### config.mk
export PLATFORM = sky130hd
export DESIGN_NAME = gpio_cfg_reg_bank
export DESIGN_NICKNAME = d
export VERILOG_FILES = /design/src/rtl/gpio_cfg_reg_bank_pkg.sv /design/src/rtl/gpio_serial_reg.sv /design/src/rtl/gpio_cfg_reg_bank.sv
export SDC_FILE = /design/constraint.sdc
export NUM_CORES = 1
export LEC_CHECK = 0
export ABC_AREA = 1
export ABC_CLOCK_PERIOD_IN_PS = 3100
export BUFFER_PORTS_ARGS = -buffer_cell sky130_fd_sc_hd__buf_2
export CAP_MARGIN = 30
export CORE_ASPECT_RATIO = 1.2
export CORE_MARGIN = 2
export CORE_UTILIZATION = 52
export DETAILED_ROUTE_END_ITERATION = 8
export HOLD_SLACK_MARGIN = 0.08
export PLACE_DENSITY_LB_ADDON = 0.15
export SLEW_MARGIN = 20
export SYNTH_ARGS = -nofsm -noshare
export SYNTH_HDL_FRONTEND = slang
export SYNTH_SLANG_ARGS = --single-unit
export TNS_END_PERCENT = 30
### constraint.sdc
create_clock -name clk -period 3.1 [get_ports clk]
set_input_delay 0.31 -clock clk [delete_from_list [all_inputs] [get_ports clk]]
set_output_delay 0.31 -clock clk [all_outputs]
set_load 0.02 [all_outputs]
### src/rtl/gpio_cfg_reg_bank_pkg.sv
// rtl/gpio_cfg_reg_bank_pkg.sv - shared constants and types for the GPIO serial config bank
package gpio_cfg_reg_bank_pkg;

  localparam int DEF_GPIO_WIDTH  = 16;
  localparam int DEF_NUM_REGS    = 8;
  localparam int DEF_REG_WIDTH   = 32;
  localparam int DEF_SYNC_STAGES = 2;
  localparam int DEF_COMMIT_IDLE = 16;
  localparam int DEF_SDATA_BIT   = 0;
  localparam int DEF_PL_RST_BIT  = 5;

  // GPIO 5 carries soft reset, so register clocks 4..7 skip past it.
  localparam logic [DEF_NUM_REGS*8-1:0] DEF_CLK_MAP =
    {8'd9, 8'd8, 8'd7, 8'd6, 8'd4, 8'd3, 8'd2, 8'd1};

  typedef enum logic [1:0] {
    CFG_IDLE   = 2'd0,
    CFG_SHIFT  = 2'd1,
    CFG_COMMIT = 2'd2
  } cfg_state_t;

endpackage

### src/rtl/gpio_serial_reg.sv
// rtl/gpio_serial_reg.sv - one serial config channel: shadow shift, idle-timed commit, overflow
module gpio_serial_reg
  import gpio_cfg_reg_bank_pkg::*;
#(
  parameter int                   REG_WIDTH   = DEF_REG_WIDTH,
  parameter int                   COMMIT_IDLE = DEF_COMMIT_IDLE,
  parameter logic [REG_WIDTH-1:0] RESET_VAL   = '0
) (
  input  logic                 clk,
  input  logic                 rst_n,
  input  logic                 soft_rst,
  input  logic                 sdata,
  input  logic                 sclk_rise,
  output logic [REG_WIDTH-1:0] cfg_value,
  output logic                 cfg_update,
  output logic                 cfg_overflow
);

  localparam int BW = $clog2(REG_WIDTH + 2);
  localparam int IW = $clog2(COMMIT_IDLE + 1);
  localparam logic [BW-1:0] BIT_FULL  = BW'(REG_WIDTH);
  localparam logic [BW-1:0] BIT_SAT   = BW'(REG_WIDTH + 1);
  localparam logic [IW-1:0] IDLE_LAST = IW'(COMMIT_IDLE - 1);

  cfg_state_t           state;
  logic [REG_WIDTH-1:0] shadow;
  logic [BW-1:0]        bit_cnt;
  logic [IW-1:0]        idle_cnt;

  always_ff @(posedge clk or negedge rst_n) begin
    if (!rst_n) begin
      state        <= CFG_IDLE;
      shadow       <= '0;
      bit_cnt      <= '0;
      idle_cnt     <= '0;
      cfg_value    <= RESET_VAL;
      cfg_update   <= 1'b0;
      cfg_overflow <= 1'b0;
    end else if (soft_rst) begin
      state        <= CFG_IDLE;
      shadow       <= '0;
      bit_cnt      <= '0;
      idle_cnt     <= '0;
      cfg_value    <= RESET_VAL;
      cfg_update   <= 1'b0;
      cfg_overflow <= 1'b0;
    end else begin
      cfg_update <= 1'b0;
      case (state)
        CFG_IDLE: begin
          if (sclk_rise) begin
            shadow   <= {{(REG_WIDTH-1){1'b0}}, sdata};
            bit_cnt  <= BW'(1);
            idle_cnt <= '0;
            state    <= CFG_SHIFT;
          end
        end
        CFG_SHIFT: begin
          if (sclk_rise) begin
            shadow   <= {shadow[REG_WIDTH-2:0], sdata};
            idle_cnt <= '0;
            if (bit_cnt != BIT_SAT) bit_cnt <= bit_cnt + 1'b1;
            if (bit_cnt >= BIT_FULL) cfg_overflow <= 1'b1;
          end else begin
            idle_cnt <= idle_cnt + 1'b1;
            if (idle_cnt == IDLE_LAST) state <= CFG_COMMIT;
          end
        end
        CFG_COMMIT: begin
          cfg_value  <= shadow;
          cfg_update <= 1'b1;
          // An edge here opens the next frame while the current one still lands.
          if (sclk_rise) begin
            shadow   <= {{(REG_WIDTH-1){1'b0}}, sdata};
            bit_cnt  <= BW'(1);
            idle_cnt <= '0;
            state    <= CFG_SHIFT;
          end else begin
            state <= CFG_IDLE;
          end
        end
        default: state <= CFG_IDLE;
      endcase
    end
  end

endmodule

### src/rtl/gpio_cfg_reg_bank.sv
// rtl/gpio_cfg_reg_bank.sv - PS GPIO serial config receiver: synchronisers, edge detect, NUM_REGS channels
module gpio_cfg_reg_bank
  import gpio_cfg_reg_bank_pkg::*;
#(
  parameter int                      GPIO_WIDTH  = DEF_GPIO_WIDTH,
  parameter int                      NUM_REGS    = DEF_NUM_REGS,
  parameter int                      REG_WIDTH   = DEF_REG_WIDTH,
  parameter int                      SYNC_STAGES = DEF_SYNC_STAGES,
  parameter int                      COMMIT_IDLE = DEF_COMMIT_IDLE,
  parameter int                      SDATA_BIT   = DEF_SDATA_BIT,
  parameter int                      PL_RST_BIT  = DEF_PL_RST_BIT,
  parameter logic [NUM_REGS*8-1:0]   CLK_MAP     = DEF_CLK_MAP,
  parameter logic [REG_WIDTH-1:0]    RESET_VAL   = '0
) (
  input  logic                          clk,
  input  logic                          rst_n,
  input  logic [GPIO_WIDTH-1:0]         gpio_in,
  output logic [NUM_REGS*REG_WIDTH-1:0] cfg_out,
  output logic [NUM_REGS-1:0]           cfg_update,
  output logic [NUM_REGS-1:0]           cfg_overflow,
  output logic                          soft_rst_out
);

  if (SYNC_STAGES < 2) begin : g_bad_sync
    $error("gpio_cfg_reg_bank: SYNC_STAGES must be at least 2");
  end
  if (COMMIT_IDLE < 1) begin : g_bad_idle
    $error("gpio_cfg_reg_bank: COMMIT_IDLE must be at least 1");
  end
  if (SDATA_BIT >= GPIO_WIDTH || PL_RST_BIT >= GPIO_WIDTH) begin : g_bad_ctl
    $error("gpio_cfg_reg_bank: SDATA_BIT or PL_RST_BIT outside the GPIO bus");
  end

  logic [GPIO_WIDTH-1:0] sync_q [SYNC_STAGES];
  logic [GPIO_WIDTH-1:0] prev_q;
  logic [GPIO_WIDTH-1:0] synced;
  logic [GPIO_WIDTH-1:0] rise;

  always_ff @(posedge clk or negedge rst_n) begin
    if (!rst_n) begin
      for (int s = 0; s < SYNC_STAGES; s++) sync_q[s] <= '0;
      prev_q <= '0;
    end else begin
      sync_q[0] <= gpio_in;
      for (int s = 1; s < SYNC_STAGES; s++) sync_q[s] <= sync_q[s-1];
      prev_q <= sync_q[SYNC_STAGES-1];
    end
  end

  assign synced       = sync_q[SYNC_STAGES-1];
  assign rise         = synced & ~prev_q;
  assign soft_rst_out = synced[PL_RST_BIT];

  for (genvar i = 0; i < NUM_REGS; i++) begin : g_reg
    localparam int CLK_BIT = int'(CLK_MAP[i*8 +: 8]);

    if (CLK_BIT >= GPIO_WIDTH || CLK_BIT == SDATA_BIT || CLK_BIT == PL_RST_BIT) begin : g_bad_map
      $error("gpio_cfg_reg_bank: CLK_MAP entry %0d is invalid", i);
    end

    gpio_serial_reg #(
      .REG_WIDTH   (REG_WIDTH),
      .COMMIT_IDLE (COMMIT_IDLE),
      .RESET_VAL   (RESET_VAL)
    ) u_serial_reg (
      .clk          (clk),
      .rst_n        (rst_n),
      .soft_rst     (synced[PL_RST_BIT]),
      .sdata        (synced[SDATA_BIT]),
      .sclk_rise    (rise[CLK_BIT]),
      .cfg_value    (cfg_out[i*REG_WIDTH +: REG_WIDTH]),
      .cfg_update   (cfg_update[i]),
      .cfg_overflow (cfg_overflow[i])
    );
  end

endmodule
# Yosys cells after proc, flatten, opt, wreduce, memory -nomap -nowiden

Index checks and enable logic that the tools add are counted.

Register bits: 662
Output and inout bits: 273
Logic and storage cells: 477

Add/subtract/negate cells: 16
Magnitude comparators: 8
Equality and inequality tests: 80
Mux-type cells: 216
Bitwise operators: 2
Reduce and logical (&&, ||, !) cells: 96

Operators with widths:

| cell                                                                    | count |
|---|---|
| 32-bit two-way mux                                                      | 40 |
| 32-bit case mux with 2 select lines                                     | 8 |
| 6-bit two-way mux                                                       | 32 |
| 5-bit two-way mux                                                       | 24 |
| 6-bit case mux with 2 select lines                                      | 8 |
| 5-bit case mux with 2 select lines                                      | 8 |
| 3-bit inequality test, second input constant                            | 24 |
| 3-bit AND reduction                                                     | 24 |
| 2-bit two-way mux                                                       | 32 |
| 2-bit nonzero test                                                      | 32 |
| 1-bit two-way mux                                                       | 56 |
| 6-bit by 1-bit adder with 6-bit output, second input constant           | 8 |
| 6-bit greater-or-equal comparator, second input constant                | 8 |
| 3-bit by 2-bit inequality test with 1-bit output, second input constant | 16 |
| 6-bit inequality test, second input constant                            | 8 |
| 2-bit case mux with 3 select lines                                      | 8 |
| 5-bit by 1-bit adder with 5-bit output, second input constant           | 8 |
| 5-bit by 4-bit == test with 1-bit output, second input constant         | 8 |
| 4-bit AND reduction                                                     | 8 |
| 3-bit by 1-bit inequality test with 1-bit output, second input constant | 8 |
| 3-bit nonzero test                                                      | 8 |
| 2-bit by 1-bit == test with 1-bit output, second input constant         | 8 |
| 2-bit == test, second input constant                                    | 8 |
| 2-bit logical NOT                                                       | 8 |
| 4 further kinds                                                         | 18 |

# Longest topological paths before layout

Depth after elaboration: 5
Gate-level depth with buffers: 11
Depth with buffers taken out: 10

# Modules after synthesis

From an unflattened synthesis, not the netlist that was laid out.

Cells, all modules: 2,755
Area, all modules: 27,366.2 um^2

Modules (own cells, without submodules):

| module                                       | instances | cells an instance | area an instance (um^2) | sequential area each (um^2) |
|---|---|---|---|---|
| gpio_serial_reg at g_reg[0].u_serial_reg ... | 4         | 340               | 3,320.7                 | 1,976.9 |
| gpio_serial_reg at g_reg[5].u_serial_reg ... | 3         | 338               | 3,274.4                 | 1,976.9 |
| gpio_serial_reg at g_reg[4].u_serial_reg     | 1         | 337               | 3,479.6                 | 1,976.9 |
| gpio_cfg_reg_bank                            | 1         | 44                | 780.7                   | 700.7 |

# Worst setup path after synthesis

No wires, ideal clock.

Path kind: register to register
Start point: register sync_q (netlist bit synced[5])
End point: register g_reg[3].u_serial_reg.shadow[10]
Library setup time: 130 ps
Arrival: 1,523 ps
Required time: 2,970 ps
Setup slack: 1,447 ps
Cell stages (with the launch flop): 10
Period minus slack after synthesis: 1,653 ps
Cell sequence: dfrtp_1 buf_4 nor2_4 nand2_1 nand2_1 inv_2 buf_4 buf_2 nand3_1 o21ai_0

Cells in the longest elaborated chain, start to end: 2
Elaborated cells between the ends (all ways): 5

Ends and longest elaborated chain:

| what                                                    | line                    | source |
|---|---|---|
| from (decl)                                             | gpio_cfg_reg_bank.sv:34 | `logic [GPIO_WIDTH-1:0] sync_q [SYNC_STAGES];` |
| 3-bit inequality test (no line) (tied with other cells) | n/a                     |  |
| 3-bit AND reduction (no line)                           | n/a                     |  |
| to (signal assigned)                                    | gpio_serial_reg.sv:52   | `shadow <= {{(REG_WIDTH-1){1'b0}}, sdata};` |
| to (signal assigned)                                    | gpio_serial_reg.sv:60   | `shadow <= {shadow[REG_WIDTH-2:0], sdata};` |
| to (signal assigned)                                    | gpio_serial_reg.sv:74   | `shadow <= {{(REG_WIDTH-1){1'b0}}, sdata};` |
| to (decl)                                               | gpio_serial_reg.sv:26   | `logic [REG_WIDTH-1:0] shadow;` |

Several ways; a longest one is shown, not always the timed one.
A chain may end at the register's enable or synchronous reset.

# Worst setup path after layout

Start point: register sync_q (netlist bit synced[5])
End point: register g_reg[3].u_serial_reg.bit_cnt[4]

Cells in the longest elaborated chain, start to end: 2
Elaborated cells between the ends (all ways): 6

Ends and longest elaborated chain:

| what                                                                               | line                  | source |
|---|---|---|
| 3-bit by 2-bit inequality test with 1-bit output (no line) (tied with other cells) | n/a                   |  |
| 4-bit AND reduction (no line)                                                      | n/a                   |  |
| to (signal assigned)                                                               | gpio_serial_reg.sv:62 | `if (bit_cnt != BIT_SAT) bit_cnt <= bit_cnt + 1'b1;` |
| to (decl)                                                                          | gpio_serial_reg.sv:27 | `logic [BW-1:0] bit_cnt;` |

Several ways; a longest one is shown, not always the timed one.

==> flow_metrics.tcl <==
set metrics [dict create \
    status "finished clean" \
    seq_area_frac_synth_pct 60.8 \
    p_leak_uw 0.0150 \
    drt_first_pass_iters 5 \
    rsz0062_at_grt "false" \
    grt_usage_pct 23.0 \
    cp_cell_sequence "inv_8 -> buf_4 -> nand2_1 -> nand2_1 -> inv_2 -> nand2_1 -> inv_1 -> nand2_1 -> nand2_1" \
    yosys_warnings 0 \
    clk_latency_ns 0.61 \
    worst_slack_ns 0.880 \
    start_util_pct 52.7 \
    power_density_mw_per_mm2 597 \
    slew_violations 0 \
    finalSetupViolations 0 \
    clkTransAtPathRegs_ns 0.07 \
    path_class "reg2reg" \
    synth_edf_count 0 \
    htreeDepth 3 \
    fp-row-count 91 \
    die_w_um 213 \
    r2r_start "synced[5]" \
    syn-num-nets 2953 \
    dp_hpwl_um 39200 \
    num_vias 20828 \
    dpl-instance-area_mm2 0.0291 \
    core-area_mm2 0.0515 \
    grt_max_degree 75 \
    synthFlopType "dfrtp_1" \
    clock_sinks 660 \
    cp_slowest_cell "dfrtp_2" \
    startpoint "synced[5]" \
    syn_inst 2896 \
    reg2reg_to "g_reg[3].u_serial_reg.bit_cnt[4]" \
    root_buffer "clkbuf_16" \
    grt_overflow 0 \
    hold_violations 0 \
    cts_tree "built" \
    hold_ws_ns 0.241 \
    fin_crit_sh_pct 71.6 \
    cap_violations 0 \
    fin_setup_tns_ns 0 \
    clock_skew_ns 0.0243 \
    fin_area_mm2 0.0315 \
    yosys-top-cells-area "dfrtp_1 61%, nand3_1 9.6%, o21ai_0 9.3%" \
    path_common_cell "nand2_1" \
    pin_count 291 \
    drc 0 \
    synth_top_area_share_pct 60.8 \
    slew_headroom_pct 40.3 \
    place.gp.congestion 0.809 \
    clockBufferDepth 3 \
    vias_per_cell 5.37 \
    wl_per_cell_um 15.8 \
    diodes 0 \
    dieArea_mm2 0.0541 \
    grt_pass1_vias 20554 \
    fin_crit_ns 2.22 \
    yosysUniqueCellTypes 32 \
    worst_ep_arrival_time_ns 2.70 \
    layout-drive-gt1-share_pct 14.6 \
    yosysTopAreaCell "dfrtp_1" \
    drtAntennaViolNets 0 \
    syn_to_final_growth_pct 16.0 \
    crit_family "buffers and inverters" \
    fin_cells 3882 \
    fin_nets 3195 \
    avgSynthCellArea_um2 9.37 \
    reg2regPathDepth 9 \
    worst-r2r-setup-slack_ns 0.88 \
    async_flop_share_pct 100 \
    worstMarginPinSlew_ns 0.895 \
    end_kind "register" \
    synth_seq_cells 660 \
    die_h_um 254 \
    port_buffers 284 \
    hp-class "in2async" \
    antenna_found_initial 0 \
    fmax_ghz 0.450 \
    cp-start-kind "register" \
    cts_buffers 67 \
    required_ns 3.58 \
    drt_iter0_drc 1558 \
    wirelength_um 61400 \
    synth_area_mm2 0.0271 \
    vdd_drop_max_uv 517 \
    max_stage_delay_ns 0.45 \
    cp_num_buf_inv 4 \
    cp_max_fo 61 \
    place_ws_ns 0.652 \
    placed_cells 3751 \
    grt_pass1_wl_um 102000 \
]
## cell usage in the layout, fill, tap and decap left out, types with 16 or more instances in the layout
cell type and n:
clkbuf_1 20, o21ai_1 44, nor3_1 23, clkbuf_16 70, o21ai_0 505, buf_2 283, buf_4 42, inv_2 16
ha_1 39, nand2_1 286, nand3_1 523, nor2_1 109, dfrtp_1 659, o22ai_1 42, inv_1 403
## cells in the mapped netlist (24+ instances only)
cell / count
buf_2: 56
clkbuf_1: 70
dfrtp_1: 660
nand3_1: 523
inv_1: 403
ha_1: 39
nand2_1: 286
nor2_1: 110
buf_1: 24
o21ai_1: 44
o22ai_1: 42
buf_4: 26
o21ai_0: 505
## through the flow
stage	power (uW)	utilization (%)
6_report	18800	61.2
5_1_grt	19600	61.2
4_1_cts	19000	61.0
3_5_place_dp	10900	56.6
3_3_place_gp	10800	56.6
2_1_floorplan	10300	-
## metal layers
| layer | vias to the layer above | global-route usage, % | wire length [um] |
|---|---|---|---|
| li1 | 10002 | - | - |
| met1 | 10267 | 30.3 | 26500 |
| met2 | 460 | 38.7 | 30400 |
| met3 | 99 | 3.84 | 2830 |
| met4 | 0 | 8.39 | 1630 |
| met5 | - | 0 | 0 |
## cell type report
cell class,count,area [um^2]
Clock buffer,103,2010
Sequential cell,660,16500
Tap cell,697,872
Multi-Input combinational cell,1639,8220
Fill cell,4382,20000
Inverter,420,1580
Timing Repair Buffer,350,2110
Clock inverter,13,183
## kinds of logic after synthesis
family | after synthesis | synth area share, %
DFF | 660 | 60.8
AOI/OAI and AO/OA | 624 | 12.0
buffers and inverters | 597 | 8.90
adders and majority gates | 39 | 1.80
xor gates and xnor gates | 9 | 0.290
and+or+nand+nor | 967 | 16.2
## worst max-delay path by stage
stage / to / depth (start not counted)
after floorplan: g_reg[3].u_serial_reg.shadow[10] / 9
after global placement: g_reg[5].u_serial_reg.shadow[16] / 5
after detailed placement: g_reg[5].u_serial_reg.shadow[5] / 5
after CTS: g_reg[5].u_serial_reg.shadow[5] / 5
after global routing: g_reg[3].u_serial_reg.bit_cnt[5] / 9
final: g_reg[3].u_serial_reg.bit_cnt[4] / 9
## registers in the layout (all words and copies together), names as in the netlist
signal / count
g.u_serial_reg.idle_cnt: 40
g.u_serial_reg.bit_cnt: 48
g.u_serial_reg.cfg_value: 256
synced: 10
g.u_serial_reg.shadow: 256
g.u_serial_reg.state: 16
g.u_serial_reg.cfg_overflow: 8
prev_q: 8
g.u_serial_reg.cfg_update: 8
sync_q: 10
## worst reg2reg max path: stages (launching register included)
cell,delay (ns)
dfrtp_2,0.45
inv_8,0.34
buf_4,0.40
nand2_1,0.13
nand2_1,0.13
inv_2,0.15
nand2_1,0.25
inv_1,0.13
nand2_1,0.08
nand2_1,0.04
## timing repair
action,in CTS,in global routing
hold buffers,11,0
setup buffers,0,0
endpoints found under the hold margin,54,0
resized for setup,0,0
## report_power, final
part | internal, uW | leakage [uW] | switching, uW | total [uW]
clock network | 4720 | 0.00106 | 3320 | 8040
logic | 385 | 0.00479 | 1320 | 1710
registers | 8820 | 0.00911 | 223 | 9040
total | 13900 | 0.0150 | 4860 | 18800
Note: power is estimated with default switching activity, not from simulation.
